[config.mk]
export PLATFORM = sky130hd
export DESIGN_NAME = req_initiator
export DESIGN_NICKNAME = d
export VERILOG_FILES = /design/src/rtl/req_initiator_pkg.sv /design/src/rtl/req_channel.sv /design/src/rtl/req_initiator.sv
export SDC_FILE = /design/constraint.sdc
export NUM_CORES = 1
export LEC_CHECK = 0
export BUFFER_PORTS_ARGS = -buffer_cell sky130_fd_sc_hd__clkbuf_2
export CAP_MARGIN = 20
export CORE_AREA = 2 2 68 70
export DETAILED_ROUTE_END_ITERATION = 8
export DIE_AREA = 0 0 70 72
export PLACE_DENSITY_LB_ADDON = 0.12
export SYNTH_ARGS = -nofsm -noshare
export SYNTH_HDL_FRONTEND = slang
export SYNTH_HIERARCHICAL = 1
export SYNTH_SLANG_ARGS = --single-unit
export TNS_END_PERCENT = 50
[constraint.sdc]
create_clock -name clock -period 2.3 [get_ports clock]
set_clock_uncertainty 0.15 [all_clocks]
set_input_delay 0.46 -clock clock [delete_from_list [all_inputs] [get_ports clock]]
set_output_delay 0.46 -clock clock [all_outputs]
set_load 0.01 [all_outputs]
[src/rtl/req_initiator_pkg.sv]
// Shared types and widths for the two-channel request initiator.
package req_initiator_pkg;

  localparam int BEAT_W = 4;
  localparam int WAIT_W = 8;

  typedef enum logic [1:0] {
    ST_IDLE,
    ST_REQ,
    ST_XFER,
    ST_RELEASE
  } chan_state_e;

  // A zero-length job still moves one beat.
  function automatic logic [BEAT_W-1:0] norm_len(input logic [BEAT_W-1:0] len);
    return (len == '0) ? BEAT_W'(1) : len;
  endfunction

endpackage

[src/rtl/req_channel.sv]
// One initiator channel: accepts a job, requests the arbiter, consumes granted
// beats, then waits for the grant to drop before reporting completion.
module req_channel
  import req_initiator_pkg::*;
#(
  parameter int unsigned TIMEOUT = 15
) (
  input  logic              clk_i,
  input  logic              rst_ni,
  input  logic              job_valid_i,
  input  logic [BEAT_W-1:0] job_len_i,
  input  logic              gnt_i,
  output logic              job_ready_o,
  output logic              req_o,
  output logic              busy_o,
  output logic              done_o,
  output logic              timeout_o
);

  chan_state_e       state_q, state_d;
  logic [BEAT_W-1:0] rem_q, rem_d;
  logic [WAIT_W-1:0] wait_q, wait_d, wait_inc;
  logic              timeout_q, timeout_d;
  logic              ready_en_q;

  // NOTE: reset is sampled on the clock edge here, and every flop uses <= so
  // all state updates see the same pre-edge values.
  always_ff @(posedge clk_i) begin
    if (!rst_ni) begin
      state_q    <= ST_IDLE;
      rem_q      <= '0;
      wait_q     <= '0;
      timeout_q  <= 1'b0;
      ready_en_q <= 1'b0;
    end else begin
      state_q    <= state_d;
      rem_q      <= rem_d;
      wait_q     <= wait_d;
      timeout_q  <= timeout_d;
      ready_en_q <= 1'b1;
    end
  end

  assign wait_inc = wait_q + 1'b1;

  // NOTE: every output of this block gets a default first, so no path can
  // leave one unassigned and infer a latch.
  always_comb begin
    state_d     = state_q;
    rem_d       = rem_q;
    wait_d      = wait_q;
    timeout_d   = timeout_q;
    job_ready_o = 1'b0;
    req_o       = 1'b0;
    busy_o      = 1'b0;
    done_o      = 1'b0;

    case (state_q)
      ST_IDLE: begin
        // ready_en_q keeps job_ready low during the first cycle out of reset.
        job_ready_o = ready_en_q;
        if (job_valid_i && ready_en_q) begin
          state_d = ST_REQ;
          rem_d   = norm_len(job_len_i);
          wait_d  = '0;
        end
      end

      ST_REQ: begin
        req_o = 1'b1;
        if (gnt_i) begin
          state_d = ST_XFER;
          wait_d  = '0;
        end else if (wait_inc == WAIT_W'(TIMEOUT)) begin
          state_d   = ST_IDLE;
          wait_d    = '0;
          timeout_d = 1'b1;
        end else begin
          wait_d = wait_inc;
        end
      end

      ST_XFER: begin
        req_o  = 1'b1;
        busy_o = 1'b1;
        if (gnt_i) begin
          rem_d = rem_q - 1'b1;
          if (rem_q == BEAT_W'(1)) state_d = ST_RELEASE;
        end else begin
          // Preempted: keep the remaining beats and start a fresh wait.
          state_d = ST_REQ;
          wait_d  = '0;
        end
      end

      ST_RELEASE: begin
        if (!gnt_i) begin
          done_o  = 1'b1;
          state_d = ST_IDLE;
        end
      end

      default: state_d = ST_IDLE;
    endcase
  end

  assign timeout_o = timeout_q;

endmodule

[src/rtl/req_initiator.sv]
// Two independent request channels sharing a two-requester arbiter interface.
module req_initiator
  import req_initiator_pkg::*;
#(
  parameter int unsigned TIMEOUT = 15
) (
  input  logic              clock,
  input  logic              reset,
  input  logic [1:0]        job_valid,
  input  logic [BEAT_W-1:0] job_len0,
  input  logic [BEAT_W-1:0] job_len1,
  output logic [1:0]        job_ready,
  input  logic [1:0]        gnt,
  output logic [1:0]        req,
  output logic [1:0]        busy,
  output logic [1:0]        done,
  output logic [1:0]        timeout
);

  logic ch0_ready, ch0_req, ch0_busy, ch0_done, ch0_timeout;
  logic ch1_ready, ch1_req, ch1_busy, ch1_done, ch1_timeout;

  req_channel #(.TIMEOUT(TIMEOUT)) u_ch0 (
    .clk_i       (clock),
    .rst_ni      (reset),
    .job_valid_i (job_valid[0]),
    .job_len_i   (job_len0),
    .gnt_i       (gnt[0]),
    .job_ready_o (ch0_ready),
    .req_o       (ch0_req),
    .busy_o      (ch0_busy),
    .done_o      (ch0_done),
    .timeout_o   (ch0_timeout)
  );

  req_channel #(.TIMEOUT(TIMEOUT)) u_ch1 (
    .clk_i       (clock),
    .rst_ni      (reset),
    .job_valid_i (job_valid[1]),
    .job_len_i   (job_len1),
    .gnt_i       (gnt[1]),
    .job_ready_o (ch1_ready),
    .req_o       (ch1_req),
    .busy_o      (ch1_busy),
    .done_o      (ch1_done),
    .timeout_o   (ch1_timeout)
  );

  assign job_ready = {ch1_ready, ch0_ready};
  assign req       = {ch1_req, ch0_req};
  assign busy      = {ch1_busy, ch0_busy};
  assign done      = {ch1_done, ch0_done};
  assign timeout   = {ch1_timeout, ch0_timeout};

endmodule

==> flow_metrics.py <==
metrics = {
    "final_layout": {
        "final_design_area_no_fill_um2": 2350,
        "syn_to_final_growth_pct": 11.4,
        "n_antenna_cell": 0,
        "num-nets-final": 312,
        "layout.core_utilization_pct": 55.2,
        "instances_no_fill": 331,
        "proportion_of_layout_cells_with_a_drive_suffix_above_1_pct": 16.8,
    },
    "yosys": {
        "synth_async_sr_flop_share_pct": 0,
        "yosys.area_share.adder_pct": 11.8,
        "synth.ff_latch_count": 32,
        "synth_top_family_by_area": "simple AND/OR/NAND/NOR gates",
        "post_synth.cell_area_avg_um2": 8.32,
        "synth_edf_count": 0,
        "ys_seq_area_share_pct": 30.3,
        "synth.yosys.warnings": 6,
        "syn-num-nets": 288,
        "dominantRegCellSynth": "sky130_fd_sc_hd__dfxtp_1",
        "post_synth_num_cell_types": 42,
        "muxShareOfSynthArea_pct": 0.948,
        "cell_count_after_synthesis": 254,
        "synth.cell_area_um2": 2110,
        "synth_xor_area_share_pct": 0,
        "synth-simple-area-share_pct": 26.7,
        "synth-compound-area-share_pct": 23.1,
    },
    "global_routing": {
        "grt_start_max_net_pins": 15,
        "overall_overflow_remaining_after_global_route": 0,
        "first_pass_grt_wire_length_um": 7640,
        "antenna_found_initial": 0,
        "first_global_vias": 1732,
        "gr-usage-all-layers_pct": 18.5,
    },
    "die": {
        "ios": 24,
        "placeableCoreArea_um2": 4260,
        "die-width_um": 70,
        "die_area_um2": 5040,
        "fp.dieH_um": 72,
        "cell_rows": 24,
        "floorplan.initialDensity_pct": 49.5,
    },
    "job": {
        "max_cap_viol_count": 0,
    },
    "placed_design": {
        "io_buffers": 23,
        "detailed_place_hpwl_um": 3090,
        "place.detailed.instances": 321,
        "routabilityCongestion": 0.823,
        "dpl-instance-area_um2": 2250,
    },
    "drt": {
        "first_pass_iters": 4,
        "routed_wire_length_per_instance_um": 13.2,
        "via_count_of_the_routed_design": 1827,
        "first_iter_violations": 85,
        "final_antenna_net_count": 0,
        "wirelength_um": 4380,
        "route.detailed.drc": 0,
        "detail_routed_via_count_per_cell": 5.52,
    },
    "setup_path": {
        "critPathArrivalTime_ps": 2200,
        "critPathMaxFanout": 6,
        "cp-end-kind": "register",
        "critPathRequiredTime_ps": 2360,
        "timing.critical_path.from_type": "register",
        "crit_path_end": "u_ch0/wait_q[3]",
        "reg2reg_slack_ps": 160,
        "worstSetupPathType": "reg2reg",
        "worst_flop_to_flop_path_startpoint": "u_ch0/state_q[0]",
        "crit_start": "u_ch0/state_q[0]",
        "rr_worst_depth": 6,
        "regToRegEndpoint": "u_ch0/wait_q[3]",
    },
    "clock_network": {
        "max-clock-path-buffers": 2,
        "clock_edge_transition_at_the_registers_on_the_reported_setup_and_hold_paths_ps": 70,
        "post_cts.resized_instances": 0,
        "clk_root_buffer_cell": "sky130_fd_sc_hd__clkbuf_8",
        "clock_latency_ps": 280,
        "cts_inserted_buffers": 5,
        "htree_levels": 2,
        "cts_tree": "yes",
        "count_of_clock_tree_sinks": 32,
    },
    "hold_path": {
        "timing.hold.worst_path_depth": 1,
        "hold_path.startpoint": "reset",
        "worstHoldPathType": "in2reg",
    },
    "timing": {
        "timing.final.crit_period_ps": 2140,
        "final-max-slew-violation-count": 0,
        "worst-slew-pin-transition_ps": 597,
        "max_freq_ghz": 0.468,
        "setup_viol": 0,
        "slew-limit-headroom_pct": 60.0,
        "setup_repair_after_global_routing_missed_its_margin": "no",
        "layout_worst_path_cycle_share_pct": 93.0,
        "final-hold-violation-count": 0,
        "totalNegativeSetupSlack_ps": 0,
    },
    "pwr": {
        "power-per-cell-area_nw_per_um2": 598,
        "power.switching_mw": 0.433,
        "register_share_of_total_power_pct": 44.1,
        "swShare_pct": 30.8,
        "vdd_drop_max_uv": 389,
        "clock_power_share_pct": 32.3,
        "power.internal_mw": 0.973,
        "power_frac_comb_pct": 23.6,
        "power.static_leakage_nw": 0.995,
    },
    "run_status": {
        "status": "completed",
    },
}
[per-layer routing]
metal,GRT usage (%),vias up,wire length (µm)
li1,-,965,-
met1,25.0,827,2250
met2,29.0,31,1920
met3,4.44,4,170
met4,6.62,0,38
met5,0,-,0
[Yosys cell counts, drive strengths merged (6+ instances only)]
library cell  instances  area, µm²
nor2b                 8       55.1
a311oi                6       52.6
nor2                 22       82.6
ha                   20        250
a21oi                14       70.1
and3                  6       42.5
nor3                 12       60.1
o21ai                10       50.1
buf                  10       75.1
nand3                 6       40.0
dfxtp                32        641
inv                  16       60.1
or3                   8       50.1
nand2                20       75.1
[worst max-delay path, stage by stage, from the launching register on]
cell,delay [ps]
sky130_fd_sc_hd__dfxtp_1,410
sky130_fd_sc_hd__inv_1,110
sky130_fd_sc_hd__ha_1,220
sky130_fd_sc_hd__a21boi_1,190
sky130_fd_sc_hd__a211o_1,330
sky130_fd_sc_hd__or4b_1,500
sky130_fd_sc_hd__a31oi_1,160
[worst min path at each step]
stage,to
finish,u_ch1/ready_en_q
global placement,u_ch1/timeout_o
global route,u_ch1/ready_en_q
CTS,u_ch1/ready_en_q
detailed placement,u_ch1/timeout_o
floorplan,u_ch0/timeout_o
[flip-flops by register name, summed over array words and instances (netlist names)]
| register | flops |
|---|---|
| u_ch0/timeout_o | 1 |
| u_ch0/state_q | 2 |
| u_ch1/wait_q | 8 |
| u_ch1/rem_q | 4 |
| u_ch0/rem_q | 4 |
| u_ch0/wait_q | 8 |
| u_ch0/ready_en_q | 1 |
| u_ch1/ready_en_q | 1 |
| u_ch1/state_q | 2 |
| u_ch1/timeout_o | 1 |
[layout by cell type, fill, tap and decap left out, types with 4 or more instances in the layout]
| cell type | synthesis | routed |
|---|---|---|
| sky130_fd_sc_hd__nand3_1 | 4 | 4 |
| sky130_fd_sc_hd__nand2_1 | 20 | 20 |
| sky130_fd_sc_hd__clkbuf_8 | 0 | 6 |
| sky130_fd_sc_hd__nor2b_1 | 6 | 6 |
| sky130_fd_sc_hd__nor4b_1 | 4 | 4 |
| sky130_fd_sc_hd__nor3_1 | 12 | 12 |
| sky130_fd_sc_hd__ha_1 | 20 | 20 |
| sky130_fd_sc_hd__dfxtp_1 | 32 | 32 |
| sky130_fd_sc_hd__o211a_1 | 4 | 4 |
| sky130_fd_sc_hd__and3_2 | 4 | 4 |
| sky130_fd_sc_hd__clkbuf_2 | 0 | 23 |
| sky130_fd_sc_hd__o21ai_0 | 10 | 10 |
| sky130_fd_sc_hd__a31oi_1 | 4 | 4 |
| sky130_fd_sc_hd__nor2_1 | 22 | 22 |
| sky130_fd_sc_hd__buf_4 | 10 | 8 |
| sky130_fd_sc_hd__inv_1 | 16 | 16 |
| sky130_fd_sc_hd__a311oi_1 | 6 | 6 |
| sky130_fd_sc_hd__a21oi_1 | 14 | 14 |
| sky130_fd_sc_hd__o21bai_1 | 4 | 4 |
| sky130_fd_sc_hd__a211oi_1 | 4 | 4 |
| sky130_fd_sc_hd__or3_1 | 8 | 8 |
| sky130_fd_sc_hd__a22oi_1 | 4 | 4 |
[power groups by stage]
stage	clock network [mW]	logic, mW	registers (mW)
5_1_grt	0.489	0.383	0.626
6_report	0.454	0.332	0.621
4_1_cts	0.470	0.323	0.620
2_1_floorplan	0	0.237	0.623
3_5_place_dp	0	0.319	0.633
3_3_place_gp	0	0.317	0.631
[area by class of cell]
cell class | instances | area, µm²
tap | 52 | 65.1
timing repair buffer | 31 | 175
sequential | 32 | 641
fill | 418 | 1910
multi-input combinational | 192 | 1320
clock buffer | 8 | 90.1
inverter | 16 | 60.1
[stage by stage]
step | power, mW | setup WS, ps | hold slack [ps]
2_1_floorplan | 0.861 | 250 | 276
3_3_place_gp | 0.949 | 201 | 284
3_5_place_dp | 0.952 | 125 | 289
4_1_cts | 1.41 | 128 | 207
5_1_grt | 1.50 | 1.60 | 219
6_report | 1.41 | 162 | 220
[logic make-up (layout without fill, tap and decap cells)]
kind of cell	count (synthesis)	after routing
and+or+nand+nor	102	102
DFF	32	32
buffers and inverters	30	55
muxes	2	2
AOI/OAI and AO/OA	68	68
adders and majority gates	20	20
[what timing repair did]
item	in CTS	in global routing
buffers inserted	0	2
setup endpoints to repair	0	1
hold buffers	0	0
Note: power is estimated with default switching activity, not from simulation.
